## src/rtl/r88_regfile_pkg.sv

```systemverilog
// Shared constants for the Rocket88 register file: select offsets, SP operations,
// FLAGS bit positions and address-source codes.
package r88_regfile_pkg;

   // Offsets of the fixed registers, counted from the first select after the GPRs
   localparam int SEL_DDLO      = 0;
   localparam int SEL_DDHI      = 1;
   localparam int SEL_EELO      = 2;
   localparam int SEL_EEHI      = 3;
   localparam int SEL_PCLO      = 4;
   localparam int SEL_PCHI      = 5;
   localparam int SEL_SPLO      = 6;
   localparam int SEL_SPHI      = 7;
   localparam int SEL_FLAGS     = 8;
   localparam int SEL_NUM_FIXED = 9;

   localparam logic [1:0] SPOP_NONE = 2'd0;
   localparam logic [1:0] SPOP_PUSH = 2'd1;
   localparam logic [1:0] SPOP_POP  = 2'd2;

   localparam int FLAG_S = 7;
   localparam int FLAG_Z = 6;
   localparam int FLAG_C = 5;
   localparam int FLAG_I = 4;
   localparam int FLAG_D = 3;
   localparam int FLAG_B = 2;

   localparam logic [1:0] ADDRSEL_BC = 2'd0;
   localparam logic [1:0] ADDRSEL_DD = 2'd1;
   localparam logic [1:0] ADDRSEL_PC = 2'd2;
   localparam logic [1:0] ADDRSEL_SP = 2'd3;

   function automatic int sel_width(input int num_gpr);
      return $clog2(num_gpr + SEL_NUM_FIXED);
   endfunction

endpackage

```

## src/rtl/r88_regfile_if.sv

```systemverilog
// Register-file bus bundle: the master drives the controls, the slave is the register file.
interface r88_regfile_if
   import r88_regfile_pkg::*;
#(
   parameter int DATA_W  = 8,
   parameter int NUM_GPR = 3
);
   localparam int SEL_W = sel_width(NUM_GPR);

   logic [DATA_W-1:0]   intDIn;
   logic [DATA_W-1:0]   intDOut;
   logic                intDOutEn;
   logic [SEL_W-1:0]    regSel;
   logic                regRead;
   logic                regWrite;
   logic [2:0]          regRightSel;
   logic [2:0]          regLeftSel;
   logic [1:0]          regAddrSel;
   logic [DATA_W-1:0]   regRight;
   logic [DATA_W-1:0]   regLeft;
   logic [2*DATA_W-1:0] regAddr;
   logic                pcInc;
   logic [1:0]          spOp;
   logic [DATA_W-1:0]   flagsIn;
   logic                flagsWe;
   logic [DATA_W-1:0]   flags;
   logic                bankSwap;
   logic                activeBank;

   modport master (
      output intDIn, regSel, regRead, regWrite, regRightSel, regLeftSel, regAddrSel,
             pcInc, spOp, flagsIn, flagsWe, bankSwap,
      input  intDOut, intDOutEn, regRight, regLeft, regAddr, flags, activeBank
   );

   modport slave (
      input  intDIn, regSel, regRead, regWrite, regRightSel, regLeftSel, regAddrSel,
             pcInc, spOp, flagsIn, flagsWe, bankSwap,
      output intDOut, intDOutEn, regRight, regLeft, regAddr, flags, activeBank
   );

endinterface

```

## src/rtl/r88_regfile_addr_counter.sv

```systemverilog
// Loadable 2*W-bit up/down counter used for PC and SP. A byte load in a cycle
// suppresses any increment/decrement; increment wins over decrement.
module r88_addr_counter #(
   parameter int               W         = 8,
   parameter logic [2*W-1:0]   RESET_VAL = '0
) (
   input  logic           clk_i,
   input  logic           rst_n_i,
   input  logic           ld_lo_i,
   input  logic           ld_hi_i,
   input  logic [W-1:0]   din_i,
   input  logic           inc_i,
   input  logic           dec_i,
   output logic [2*W-1:0] cnt_o
);
   localparam int             CW  = 2 * W;
   localparam logic [CW-1:0]  ONE = {{(CW-1){1'b0}}, 1'b1};

   logic [CW-1:0] cnt_q;
   logic [CW-1:0] cnt_d;

   // Next count: byte loads first, then inc/dec with natural wrap
   always_comb begin
      cnt_d = cnt_q;
      if (ld_lo_i || ld_hi_i) begin
         cnt_d[W-1:0]  = ld_lo_i ? din_i : cnt_q[W-1:0];
         cnt_d[CW-1:W] = ld_hi_i ? din_i : cnt_q[CW-1:W];
      end else if (inc_i) begin
         cnt_d = cnt_q + ONE;
      end else if (dec_i) begin
         cnt_d = cnt_q - ONE;
      end else begin
         cnt_d = cnt_q;
      end
   end

   // Count register
   always_ff @(posedge clk_i or negedge rst_n_i) begin
      if (!rst_n_i) begin
         cnt_q <= RESET_VAL;
      end else begin
         cnt_q <= cnt_d;
      end
   end

   assign cnt_o = cnt_q;

endmodule

```

## src/rtl/r88_regfile.sv

```systemverilog
// Rocket88 register file: GPRs, DD/EE pairs, PC/SP counters and FLAGS with registered
// read, operand and address ports. Macro R88_SHADOW_BANK_EN adds a swappable GPR/FLAGS bank.
module r88_regfile
   import r88_regfile_pkg::*;
#(
   parameter int                  DATA_W   = 8,
   parameter int                  NUM_GPR  = 3,
   parameter logic [2*DATA_W-1:0] PC_RESET = '0,
   parameter logic [2*DATA_W-1:0] SP_RESET = '1
) (
   input  logic          sysClock,
   input  logic          sysResetN,
   r88_regfile_if.slave  bus
);
   localparam int SEL_W = sel_width(NUM_GPR);
   localparam int AW    = 2 * DATA_W;

   localparam logic [SEL_W-1:0] S_DDLO  = SEL_W'(NUM_GPR + SEL_DDLO);
   localparam logic [SEL_W-1:0] S_DDHI  = SEL_W'(NUM_GPR + SEL_DDHI);
   localparam logic [SEL_W-1:0] S_EELO  = SEL_W'(NUM_GPR + SEL_EELO);
   localparam logic [SEL_W-1:0] S_EEHI  = SEL_W'(NUM_GPR + SEL_EEHI);
   localparam logic [SEL_W-1:0] S_PCLO  = SEL_W'(NUM_GPR + SEL_PCLO);
   localparam logic [SEL_W-1:0] S_PCHI  = SEL_W'(NUM_GPR + SEL_PCHI);
   localparam logic [SEL_W-1:0] S_SPLO  = SEL_W'(NUM_GPR + SEL_SPLO);
   localparam logic [SEL_W-1:0] S_SPHI  = SEL_W'(NUM_GPR + SEL_SPHI);
   localparam logic [SEL_W-1:0] S_FLAGS = SEL_W'(NUM_GPR + SEL_FLAGS);

   logic [DATA_W-1:0] gpr_q [NUM_GPR];
   logic [DATA_W-1:0] gpr_d [NUM_GPR];
   logic [DATA_W-1:0] flags_q, flags_d;
   logic [AW-1:0]     dd_q, dd_d, ee_q, ee_d;
   logic [AW-1:0]     pc_s, sp_s;
   logic [DATA_W-1:0] dout_q, dout_d, rd_s;
   logic              douten_q;
   logic [DATA_W-1:0] right_q, right_d, left_q, left_d;
   logic [AW-1:0]     addr_q, addr_d;
   logic              wr_s;

   // A simultaneous read suppresses the write
   assign wr_s = bus.regWrite & ~bus.regRead;

   // Write-side next state for GPRs, DD, EE and FLAGS
   always_comb begin
      for (int i = 0; i < NUM_GPR; i++) begin
         gpr_d[i] = (wr_s && bus.regSel == SEL_W'(i)) ? bus.intDIn : gpr_q[i];
      end
      dd_d = {(wr_s && bus.regSel == S_DDHI) ? bus.intDIn : dd_q[AW-1:DATA_W],
              (wr_s && bus.regSel == S_DDLO) ? bus.intDIn : dd_q[DATA_W-1:0]};
      ee_d = {(wr_s && bus.regSel == S_EEHI) ? bus.intDIn : ee_q[AW-1:DATA_W],
              (wr_s && bus.regSel == S_EELO) ? bus.intDIn : ee_q[DATA_W-1:0]};
      if (wr_s && bus.regSel == S_FLAGS) begin
         flags_d = {bus.intDIn[DATA_W-1:FLAG_B], {FLAG_B{1'b0}}};
      end else if (bus.flagsWe) begin
         flags_d = bus.flagsIn;
      end else begin
         flags_d = flags_q;
      end
   end

   r88_addr_counter #(.W(DATA_W), .RESET_VAL(PC_RESET)) u_pc (
      .clk_i   (sysClock),
      .rst_n_i (sysResetN),
      .ld_lo_i (wr_s && bus.regSel == S_PCLO),
      .ld_hi_i (wr_s && bus.regSel == S_PCHI),
      .din_i   (bus.intDIn),
      .inc_i   (bus.pcInc),
      .dec_i   (1'b0),
      .cnt_o   (pc_s)
   );

   r88_addr_counter #(.W(DATA_W), .RESET_VAL(SP_RESET)) u_sp (
      .clk_i   (sysClock),
      .rst_n_i (sysResetN),
      .ld_lo_i (wr_s && bus.regSel == S_SPLO),
      .ld_hi_i (wr_s && bus.regSel == S_SPHI),
      .din_i   (bus.intDIn),
      .inc_i   (bus.spOp == SPOP_POP),
      .dec_i   (bus.spOp == SPOP_PUSH),
      .cnt_o   (sp_s)
   );

   // Read-side muxes: all outputs reflect pre-edge contents, no write bypass
   always_comb begin
      case (bus.regSel)
         S_DDLO:  rd_s = dd_q[DATA_W-1:0];
         S_DDHI:  rd_s = dd_q[AW-1:DATA_W];
         S_EELO:  rd_s = ee_q[DATA_W-1:0];
         S_EEHI:  rd_s = ee_q[AW-1:DATA_W];
         S_PCLO:  rd_s = pc_s[DATA_W-1:0];
         S_PCHI:  rd_s = pc_s[AW-1:DATA_W];
         S_SPLO:  rd_s = sp_s[DATA_W-1:0];
         S_SPHI:  rd_s = sp_s[AW-1:DATA_W];
         S_FLAGS: rd_s = flags_q;
         default: begin
            rd_s = '0;
            for (int i = 0; i < NUM_GPR; i++) begin
               rd_s = (bus.regSel == SEL_W'(i)) ? gpr_q[i] : rd_s;
            end
         end
      endcase
      dout_d  = bus.regRead ? rd_s : dout_q;
      right_d = '0;
      left_d  = '0;
      for (int i = 0; i < NUM_GPR; i++) begin
         right_d = (bus.regRightSel == 3'(i)) ? gpr_q[i] : right_d;
         left_d  = (bus.regLeftSel  == 3'(i)) ? gpr_q[i] : left_d;
      end
      case (bus.regAddrSel)
         ADDRSEL_BC: addr_d = {gpr_q[1], gpr_q[2]};
         ADDRSEL_DD: addr_d = dd_q;
         ADDRSEL_PC: addr_d = pc_s;
         ADDRSEL_SP: addr_d = sp_s;
         default:    addr_d = {gpr_q[1], gpr_q[2]};
      endcase
   end

   // Unbanked pairs and registered output ports
   always_ff @(posedge sysClock or negedge sysResetN) begin
      if (!sysResetN) begin
         dd_q     <= '0;
         ee_q     <= '0;
         dout_q   <= '0;
         douten_q <= 1'b0;
         right_q  <= '0;
         left_q   <= '0;
         addr_q   <= '0;
      end else begin
         dd_q     <= dd_d;
         ee_q     <= ee_d;
         dout_q   <= dout_d;
         douten_q <= bus.regRead;
         right_q  <= right_d;
         left_q   <= left_d;
         addr_q   <= addr_d;
      end
   end

`ifdef R88_SHADOW_BANK_EN
   logic [DATA_W-1:0] gpr_sh_q [NUM_GPR];
   logic [DATA_W-1:0] flags_sh_q;
   logic              bank_q;

   // A swap exchanges working and shadow sets; this cycle's write goes to the outgoing set
   always_ff @(posedge sysClock or negedge sysResetN) begin
      if (!sysResetN) begin
         gpr_q      <= '{default: '0};
         gpr_sh_q   <= '{default: '0};
         flags_q    <= '0;
         flags_sh_q <= '0;
         bank_q     <= 1'b0;
      end else if (bus.bankSwap) begin
         gpr_q      <= gpr_sh_q;
         gpr_sh_q   <= gpr_d;
         flags_q    <= flags_sh_q;
         flags_sh_q <= flags_d;
         bank_q     <= ~bank_q;
      end else begin
         gpr_q      <= gpr_d;
         flags_q    <= flags_d;
      end
   end

   assign bus.activeBank = bank_q;
`else
   logic unused_swap_s;
   assign unused_swap_s = bus.bankSwap;

   // Single GPR/FLAGS bank
   always_ff @(posedge sysClock or negedge sysResetN) begin
      if (!sysResetN) begin
         gpr_q   <= '{default: '0};
         flags_q <= '0;
      end else begin
         gpr_q   <= gpr_d;
         flags_q <= flags_d;
      end
   end

   assign bus.activeBank = 1'b0;
`endif

   assign bus.intDOut   = dout_q;
   assign bus.intDOutEn = douten_q;
   assign bus.regRight  = right_q;
   assign bus.regLeft   = left_q;
   assign bus.regAddr   = addr_q;
   assign bus.flags     = flags_q;

endmodule

```

## src/flat_wrapper.sv

```systemverilog
// flat-port wrapper written by rule: the top's interface ports become plain ports
module r88_regfile_flat import r88_regfile_pkg::*;
#(
   parameter int                  DATA_W   = 8,
   parameter int                  NUM_GPR  = 3,
   parameter logic [2*DATA_W-1:0] PC_RESET = '0,
   parameter logic [2*DATA_W-1:0] SP_RESET = '1
)
  (sysClock, sysResetN, bus_intDIn, bus_regSel, bus_regRead, bus_regWrite, bus_regRightSel, bus_regLeftSel, bus_regAddrSel, bus_pcInc, bus_spOp, bus_flagsIn, bus_flagsWe, bus_bankSwap, bus_intDOut, bus_intDOutEn, bus_regRight, bus_regLeft, bus_regAddr, bus_flags, bus_activeBank);
  r88_regfile_if #(.DATA_W(DATA_W), .NUM_GPR(NUM_GPR)) bus_i ();
  input  logic sysClock;
  input  logic sysResetN;
  input wire logic [$bits(bus_i.intDIn)-1:0] bus_intDIn;
  input wire logic [$bits(bus_i.regSel)-1:0] bus_regSel;
  input wire logic [$bits(bus_i.regRead)-1:0] bus_regRead;
  input wire logic [$bits(bus_i.regWrite)-1:0] bus_regWrite;
  input wire logic [$bits(bus_i.regRightSel)-1:0] bus_regRightSel;
  input wire logic [$bits(bus_i.regLeftSel)-1:0] bus_regLeftSel;
  input wire logic [$bits(bus_i.regAddrSel)-1:0] bus_regAddrSel;
  input wire logic [$bits(bus_i.pcInc)-1:0] bus_pcInc;
  input wire logic [$bits(bus_i.spOp)-1:0] bus_spOp;
  input wire logic [$bits(bus_i.flagsIn)-1:0] bus_flagsIn;
  input wire logic [$bits(bus_i.flagsWe)-1:0] bus_flagsWe;
  input wire logic [$bits(bus_i.bankSwap)-1:0] bus_bankSwap;
  output wire logic [$bits(bus_i.intDOut)-1:0] bus_intDOut;
  output wire logic [$bits(bus_i.intDOutEn)-1:0] bus_intDOutEn;
  output wire logic [$bits(bus_i.regRight)-1:0] bus_regRight;
  output wire logic [$bits(bus_i.regLeft)-1:0] bus_regLeft;
  output wire logic [$bits(bus_i.regAddr)-1:0] bus_regAddr;
  output wire logic [$bits(bus_i.flags)-1:0] bus_flags;
  output wire logic [$bits(bus_i.activeBank)-1:0] bus_activeBank;
  assign bus_i.intDIn = bus_intDIn;
  assign bus_i.regSel = bus_regSel;
  assign bus_i.regRead = bus_regRead;
  assign bus_i.regWrite = bus_regWrite;
  assign bus_i.regRightSel = bus_regRightSel;
  assign bus_i.regLeftSel = bus_regLeftSel;
  assign bus_i.regAddrSel = bus_regAddrSel;
  assign bus_i.pcInc = bus_pcInc;
  assign bus_i.spOp = bus_spOp;
  assign bus_i.flagsIn = bus_flagsIn;
  assign bus_i.flagsWe = bus_flagsWe;
  assign bus_i.bankSwap = bus_bankSwap;
  assign bus_intDOut = bus_i.intDOut;
  assign bus_intDOutEn = bus_i.intDOutEn;
  assign bus_regRight = bus_i.regRight;
  assign bus_regLeft = bus_i.regLeft;
  assign bus_regAddr = bus_i.regAddr;
  assign bus_flags = bus_i.flags;
  assign bus_activeBank = bus_i.activeBank;
  r88_regfile #(.DATA_W(DATA_W), .NUM_GPR(NUM_GPR), .PC_RESET(PC_RESET), .SP_RESET(SP_RESET)) u_core (.sysClock(sysClock), .sysResetN(sysResetN), .bus(bus_i));
endmodule
```

## config.mk

```make
export PLATFORM = sky130hd
export DESIGN_NAME = r88_regfile_flat
export DESIGN_NICKNAME = d
export VERILOG_FILES = /design/src/rtl/r88_regfile_pkg.sv /design/src/rtl/r88_regfile_if.sv /design/src/rtl/r88_regfile_addr_counter.sv /design/src/rtl/r88_regfile.sv /design/src/flat_wrapper.sv
export SDC_FILE = /design/constraint.sdc
export NUM_CORES = 1
export LEC_CHECK = 0
export CELL_PAD_IN_SITES_DETAIL_PLACEMENT = 1
export CELL_PAD_IN_SITES_GLOBAL_PLACEMENT = 2
export CORE_MARGIN = 5
export CORE_UTILIZATION = 40
export CTS_BUF_LIST = sky130_fd_sc_hd__clkbuf_16
export DETAILED_ROUTE_END_ITERATION = 12
export GPL_ROUTABILITY_DRIVEN = 1
export GPL_TIMING_DRIVEN = 0
export PLACE_DENSITY_LB_ADDON = 0.1
export SLEW_MARGIN = 20
export SYNTH_ARGS = -nofsm -noshare
export SYNTH_HDL_FRONTEND = slang
export SYNTH_SLANG_ARGS = --single-unit
```

## constraint.sdc

```tcl
create_clock -name sysClock -period 3.89 [get_ports sysClock]
set_input_delay 0.778 -clock sysClock [delete_from_list [all_inputs] [get_ports sysClock]]
set_output_delay 0.778 -clock sysClock [all_outputs]
set_load 0.02 [all_outputs]
```

==> impl_metrics.sql, run 1 <==
INSERT INTO impl_metrics (metric_group, metric, value, unit) VALUES
('outcome', 'outcome', 'finished clean', ''),
('critical_path', 'critical_path.startpoint_type', 'input pin', ''),
('logic_synthesis', 'async_flop_share', '1.00', ''),
('global_route', 'grt_start_max_net_pins', '77', ''),
('critical_path', 'cpPeakStageDelay', '510', 'ps'),
('placement', 'detailed_placer_s_ending_hpwl', '22.6', 'mm'),
('logic_synthesis', 'synthesis.area', '8010', 'µm²'),
('timing', 'timing_hold_violations_final', '0', ''),
('logic_synthesis', 'syn_area_per_cell', '10.2', 'µm²'),
('logic_synthesis', 'synth_area_leaders', 'dfrtp_1, mux2_2, dfstp_2, mux2i_1, mux4_2', ''),
('pwr', 'overall_power_after_layout', '6.45', 'mW'),
('logic_synthesis', 'synth.yosys.seq_area_share', '0.431', ''),
('clock_network', 'clock-root-buffer', 'clkbuf_16', ''),
('layout', 'layout_filler_cell_count', '2207', ''),
('logic_synthesis', 'synth_edf_count', '0', ''),
('die', 'initial_core_util', '0.409', ''),
('detailed_routing', 'drcViolationCount', '0', ''),
('clock_network', 'cts_setup_buffers', '0', ''),
('die', 'design.portCount', '87', ''),
('critical_path', 'timing.critical_path.slowest_stage_cell', 'inv_1', ''),
('logic_synthesis', 'synth_flop_cell', 'dfrtp_1', ''),
('layout', 'final_area', '9750', 'µm²'),
('run', 'drv_cap', '0', ''),
('timing', 'layout_min_cycle_time', '3570', 'ps'),
('min_path', 'min_path_type', 'in -> async', ''),
('die', 'fp.coreArea', '19600', 'µm²'),
('timing', 'final_worst_path_cycle_share', '0.918', ''),
('detailed_routing', 'dr_total_vias', '6997', ''),
('detailed_routing', 'drt_wl_total', '29.8', 'mm'),
('clock_network', 'worstSkewPairLatency', '430', 'ps'),
('placement', 'placement.io_buffers', '74', ''),
('logic_synthesis', 'synth_commonest_cells', 'dfrtp_1, nand2_1, nor2_1', ''),
('logic_synthesis', 'synthDistinctLibCells', '72', ''),
('die', 'fp.dieW', '151', 'µm'),
('die', 'design.die.area', '22900', 'µm²'),
('detailed_routing', 'wl_per_cell', '25.7', 'µm'),
('layout', 'antennaDiodeCount', '0', ''),
('timing', 'setup_viol', '0', ''),
('clock_network', 'worst_setup_hold_path_clk_slew', '60', 'ps'),
('logic_synthesis', 'synth_area_leader_cell', 'dfrtp_1', ''),
('pwr', 'powerDensity', '662', 'nW/µm²'),
('global_route', 'antenna_found_initial', '0', ''),
('clock_network', 'cts.sinks', '137', ''),
('timing', 'finClkSkew', '9.87', 'ps'),
('timing', 'setup_repair_after_global_routing_missed_its_margin', 'false', ''),
('critical_path', 'worst-endpoint-arrival', '3920', 'ps'),
('placement', 'placed_area', '9110', 'µm²'),
('clock_network', 'ctsHtreeMaxLevel', '4', ''),
('placement', 'finalWeightedCongestion', '0.899', ''),
('timing', 'maxSlewViolCount', '0', ''),
('layout', 'layout-drive-gt1-share', '0.194', ''),
('critical_path', 'crit_path_cell_trace', 'clkdlybuf4s50_1 -> inv_1 -> ha_1 -> inv_1 -> ha_1 -> a21oi_4 -> o21ai_2 -> a31o_1 -> a221o_1 -> o311a_1 -> a221o_1', ''),
('clock_network', 'max-clock-path-buffers', '2', ''),
('clock_network', 'postCtsHoldBufs', '0', ''),
('global_route', 'first_pass_grt_wire_length', '46.4', 'mm'),
('critical_path', 'crit_path_capture_type', 'flip-flop', ''),
('clock_network', 'postCtsResizedCells', '0', ''),
('pwr', 'vdd.ir_drop.worst', '326', 'µV'),
('detailed_routing', 'ant_nets', '0', ''),
('timing', 'relative_slew_margins', '0.400', ''),
('logic_synthesis', 'syn_nets', '847', ''),
('global_route', 'gr-usage-all-layers', '0.269', ''),
('logic_synthesis', 'yosys_register_bits', '137', ''),
('die', 'die_y', '151', 'µm'),
('detailed_routing', 'initialDrtViolationCount', '555', ''),
('logic_synthesis', 'synth.most_common_cell', 'dfrtp_1', ''),
('logic_synthesis', 'postSynthCellCount', '788', ''),
('critical_path', 'criticalPathCategory', 'in -> reg', ''),
('detailed_routing', 'drt-pass1-iter-count', '5', ''),
('logic_synthesis', 'synth_largest_type_area_fraction', '0.378', ''),
('global_route', 'overflow', '0', '');
==> layer usage <==
layer	wire, µm	global-route usage
met5	0	0
met2	14700	0.453
met3	1530	0.0419
met4	888	0.0938
met1	12700	0.353
==> layout make-up <==
| type | count | area, µm² | share of cell area |
|---|---|---|---|
| inverter | 17 | 63.8 | 0.00655 |
| clock inverter | 15 | 208 | 0.0213 |
| multi-input combinational | 581 | 4250 | 0.436 |
| buffer | 53 | 251 | 0.0258 |
| sequential | 137 | 3450 | 0.354 |
| tap | 265 | 332 | 0.0340 |
| clock buffer | 17 | 425 | 0.0436 |
| timing repair buffer | 75 | 773 | 0.0793 |
==> worst paths after layout <==
kind / from / endpoint / slack, ps / depth (start not counted)
max: bus_spOp[0] / u_core.u_sp.cnt_o[15] / 320 / 11
min: sysResetN / u_core.bus.regLeft[4] / 270 / 1
max reg2reg: u_core.u_sp.cnt_o[0] / u_core.u_sp.cnt_o[12] / 1270 / 8
min reg2reg: u_core.ee_q[12] / u_core.ee_q[12] / 510 / 1
max in group asynchronous: sysResetN / u_core.u_sp.cnt_o[1] / 2810 / 2
min in group sysClock: u_core.ee_q[12] / u_core.ee_q[12] / 510 / 1
==> kinds of logic after synthesis <==
group	after synthesis	synth area share
DFF	137	0.431
adders and majority gates	22	0.0353
muxes	118	0.182
other	1	0.000468
xor gates and xnor gates	9	0.00985
buffers and inverters	70	0.0394
AOI/OAI and AO/OA	212	0.178
and+or+nand+nor	219	0.124
==> cells in the final DEF, fill, tap and decap left out, types with 17 or more instances in the layout <==
| master | count |
|---|---|
| nand3_1 | 25 |
| ha_1 | 21 |
| clkdlybuf4s50_1 | 73 |
| clkbuf_16 | 17 |
| dfrtp_1 | 121 |
| inv_1 | 18 |
| clkbuf_1 | 23 |
| buf_2 | 18 |
| mux2_2 | 63 |
| nand2_1 | 80 |
| o21ai_0 | 45 |
| nor2_1 | 64 |
| mux2i_1 | 39 |
| a21oi_1 | 55 |
==> critical path, delay by kind of cell <==
kind / cells / cell delay [ps]
AOI/OAI and AO/OA: 6 / 1380
buffers and inverters: 3 / 1000
adders and majority gates: 2 / 760
==> state kept, by name, summed over array words and instances, names as in the netlist <==
signal / flops
u_core.bus.regRight: 8
u_core.bus.flags: 8
u_core.bus.intDOutEn: 1
u_core.ee_q: 16
u_core.gpr_q: 24
u_core.bus.regAddr: 16
u_core.bus.regLeft: 8
u_core.u_sp.cnt_o: 16
u_core.bus.intDOut: 8
u_core.u_pc.cnt_o: 16
u_core.dd_q: 16
==> metrics by stage <==
stage | worst slack (ps) | utilization | hold WS (ps) | std cells | TNS, ps
6_report | 320 | 0.498 | 268 | 1160 | 0
4_1_cts | 200 | 0.497 | 297 | 1160 | 0
5_1_grt | 166 | 0.498 | 308 | 1160 | 0
3_5_place_dp | -222 | 0.465 | 496 | 1128 | -325
3_3_place_gp | -3400 | 0.463 | 488 | 1127 | -436180
2_1_floorplan | 795 | - | 468 | 788 | 0
==> power by group <==
group	leakage, nW	internal, mW	switching [mW]
Clock	0.311	1.13	0.644
Combinational	2.16	1.03	1.24
Sequential	1.69	1.86	0.551
Note: power is estimated with default switching activity, not from simulation.
==> run 2, diff against run 1 <==
CORE_ASPECT_RATIO = 0.75   (was unset)
==> impl_metrics.sql, run 2 (synthesis results as in run 1) <==
INSERT INTO impl_metrics (metric_group, metric, value, unit) VALUES
('outcome', 'outcome', 'finished clean', ''),
('pwr', 'p_leak', '4.13', 'nW'),
('layout', 'mostFrequentLayoutCells', 'dfrtp_1, nand2_1, clkdlybuf4s50_1, nor2_1, mux2_2', ''),
('detailed_routing', 'drcViolationCount', '0', ''),
('clock_network', 'worst_setup_hold_path_clk_slew', '60', 'ps'),
('global_route', 'grt_start_max_net_pins', '70', ''),
('detailed_routing', 'drt_wl_total', '30.3', 'mm'),
('global_route', 'antenna_found_initial', '0', ''),
('critical_path', 'worst-endpoint-arrival', '4070', 'ps'),
('pwr', 'powerDensity', '651', 'nW/µm²'),
('detailed_routing', 'wl_per_cell', '26.4', 'µm'),
('critical_path', 'regToRegEndpoint', 'u_core.u_sp.cnt_o[15]', ''),
('min_path', 'min_path_type', 'in -> async', ''),
('timing', 'relative_slew_margins', '0.424', ''),
('critical_path', 'critical_path.endpoint', 'u_core.u_sp.cnt_o[15]', ''),
('placement', 'placement.io_buffers', '74', ''),
('timing', 'timing_hold_violations_final', '0', ''),
('layout', 'layout.cells.most_common', 'dfrtp_1', ''),
('die', 'design.portCount', '87', ''),
('layout', 'final_core_util', '0.496', ''),
('die', 'die_y', '133', 'µm'),
('layout', 'layout_filler_cell_count', '2185', ''),
('clock_network', 'cts_setup_buffers', '0', ''),
('timing', 'max_freq', '269', 'MHz'),
('critical_path', 'worst-r2r-cell-count', '7', ''),
('clock_network', 'cts_inserted_buffers', '17', ''),
('critical_path', 'r2r_slack', '1400', 'ps'),
('timing', 'final_worst_path_cycle_share', '0.957', ''),
('critical_path', 'critical_path.startpoint_type', 'input pin', ''),
('global_route', 'overflow', '0', ''),
('layout', 'layout-drive-gt1-share', '0.194', ''),
('clock_network', 'tritoncts', 'built', ''),
('detailed_routing', 'routed_via_density', '6.18', ''),
('layout', 'largest-register', 'u_core.gpr_q', ''),
('clock_network', 'clock-root-buffer', 'clkbuf_16', ''),
('placement', 'detailed_placer_s_ending_hpwl', '22.7', 'mm'),
('critical_path', 'worst_r2r_startpoint', 'u_core.u_sp.cnt_o[2]', ''),
('critical_path', 'criticalPathCategory', 'in -> reg', ''),
('layout', 'antennaDiodeCount', '0', ''),
('clock_network', 'postCtsResizedCells', '0', ''),
('clock_network', 'ctsHtreeMaxLevel', '4', ''),
('critical_path', 'timing.critical_path.fanout_max', '16', ''),
('layout', 'largest_register_ff_count', '24', ''),
('timing', 'finClkSkew', '7.74', 'ps'),
('detailed_routing', 'drt-pass1-iter-count', '5', ''),
('layout', 'final_area', '9660', 'µm²'),
('placement', 'finalWeightedCongestion', '0.897', ''),
('critical_path', 'cp_data_required_time', '4240', 'ps'),
('timing', 'layout_min_cycle_time', '3720', 'ps'),
('detailed_routing', 'ant_nets', '0', ''),
('run', 'drv_cap', '0', ''),
('detailed_routing', 'dr_total_vias', '7093', ''),
('clock_network', 'worstSkewPairLatency', '430', 'ps'),
('layout', 'syn_to_final_growth', '20.7', '%'),
('global_route', 'first_pass_grt_wire_length', '46.1', 'mm'),
('die', 'fp.dieW', '173', 'µm'),
('clock_network', 'postCtsHoldBufs', '0', ''),
('timing', 'worst_pin_slew', '864', 'ps'),
('timing', 'setup_viol', '0', ''),
('pwr', 'vdd.ir_drop.worst', '375', 'µV'),
('clock_network', 'max-clock-path-buffers', '2', ''),
('pwr', 'overall_power_after_layout', '6.28', 'mW'),
('global_route', 'gr-usage-all-layers', '0.263', ''),
('clock_network', 'cts.sinks', '137', ''),
('detailed_routing', 'initialDrtViolationCount', '771', ''),
('die', 'initial_core_util', '0.411', ''),
('die', 'fp.coreArea', '19500', 'µm²'),
('layout', 'nNetsFinal', '941', ''),
('global_route', 'grt_pass1_vias', '7229', ''),
('timing', 'maxSlewViolCount', '0', ''),
('placement', 'placed_area', '9090', 'µm²'),
('die', 'design.die.area', '23000', 'µm²'),
('die', 'floorplan.rows', '44', ''),
('critical_path', 'setup.worst_path.start', 'bus_spOp[1]', ''),
('timing', 'setup_repair_after_global_routing_missed_its_margin', 'false', ''),
('critical_path', 'crit_path_capture_type', 'flip-flop', ''),
('timing', 'total_negative_slack_for_setup_checks', '0', 'ps');
==> run 2: area by class of cell <==
class	instances	area (µm²)	area share
Buffer	53	251	0.0260
Clock buffer	17	425	0.0440
Clock inverter	15	140	0.0145
Inverter	17	63.8	0.00661
Multi-Input combinational cell	581	4240	0.439
Sequential cell	137	3450	0.357
Tap cell	253	317	0.0328
Timing Repair Buffer	75	773	0.0800
==> run 2: critical path, stage by stage <==
cell and delay [ps]:
clkdlybuf4s50_1 460, ha_1 390, inv_1 400, ha_1 480, o211ai_1 130, o21ai_2 300, o21ai_2 160, a2111oi_1 560
nor2_1 80, a221o_1 310
==> run 2: how the worst min path moves through the flow <==
| stage | start | to | slack, ps |
|---|---|---|---|
| after floorplan | u_core.dd_q[15] | u_core.dd_q[15] | 470 |
| after CTS | sysResetN | u_core.u_pc.cnt_o[12] | 330 |
| final | sysResetN | u_core.u_pc.cnt_o[12] | 300 |
| after detailed placement | u_core.bus.intDOut[4] | u_core.bus.intDOut[4] | 500 |
| after global routing | sysResetN | u_core.u_pc.cnt_o[13] | 360 |
| after global placement | u_core.bus.intDOut[6] | u_core.bus.intDOut[6] | 490 |
==> run 2: metal layers <==
metal | track usage | routed length [µm] | part of all wire
met3 | 0.0511 | 2520 | 0.083
met2 | 0.375 | 12600 | 0.42
met5 | 0 | 0 | 0
met1 | 0.405 | 14600 | 0.48
met4 | 0.0722 | 531 | 0.018
==> run 2: through the flow <==
stage	setup WS [ps]	hold slack [ps]	std cells
floorplan	795	468	788
global placement	-3470	491	1115
detailed placement	-203	496	1116
CTS	239	329	1148
global route	13.5	359	1148
finish	167	302	1148
==> run 2: where the power goes <==
part | internal, mW | total [mW] | switching, mW | leakage (nW)
logic | 1.03 | 2.29 | 1.26 | 2.16
registers | 1.86 | 2.41 | 0.546 | 1.69
clock network | 0.933 | 1.58 | 0.651 | 0.278
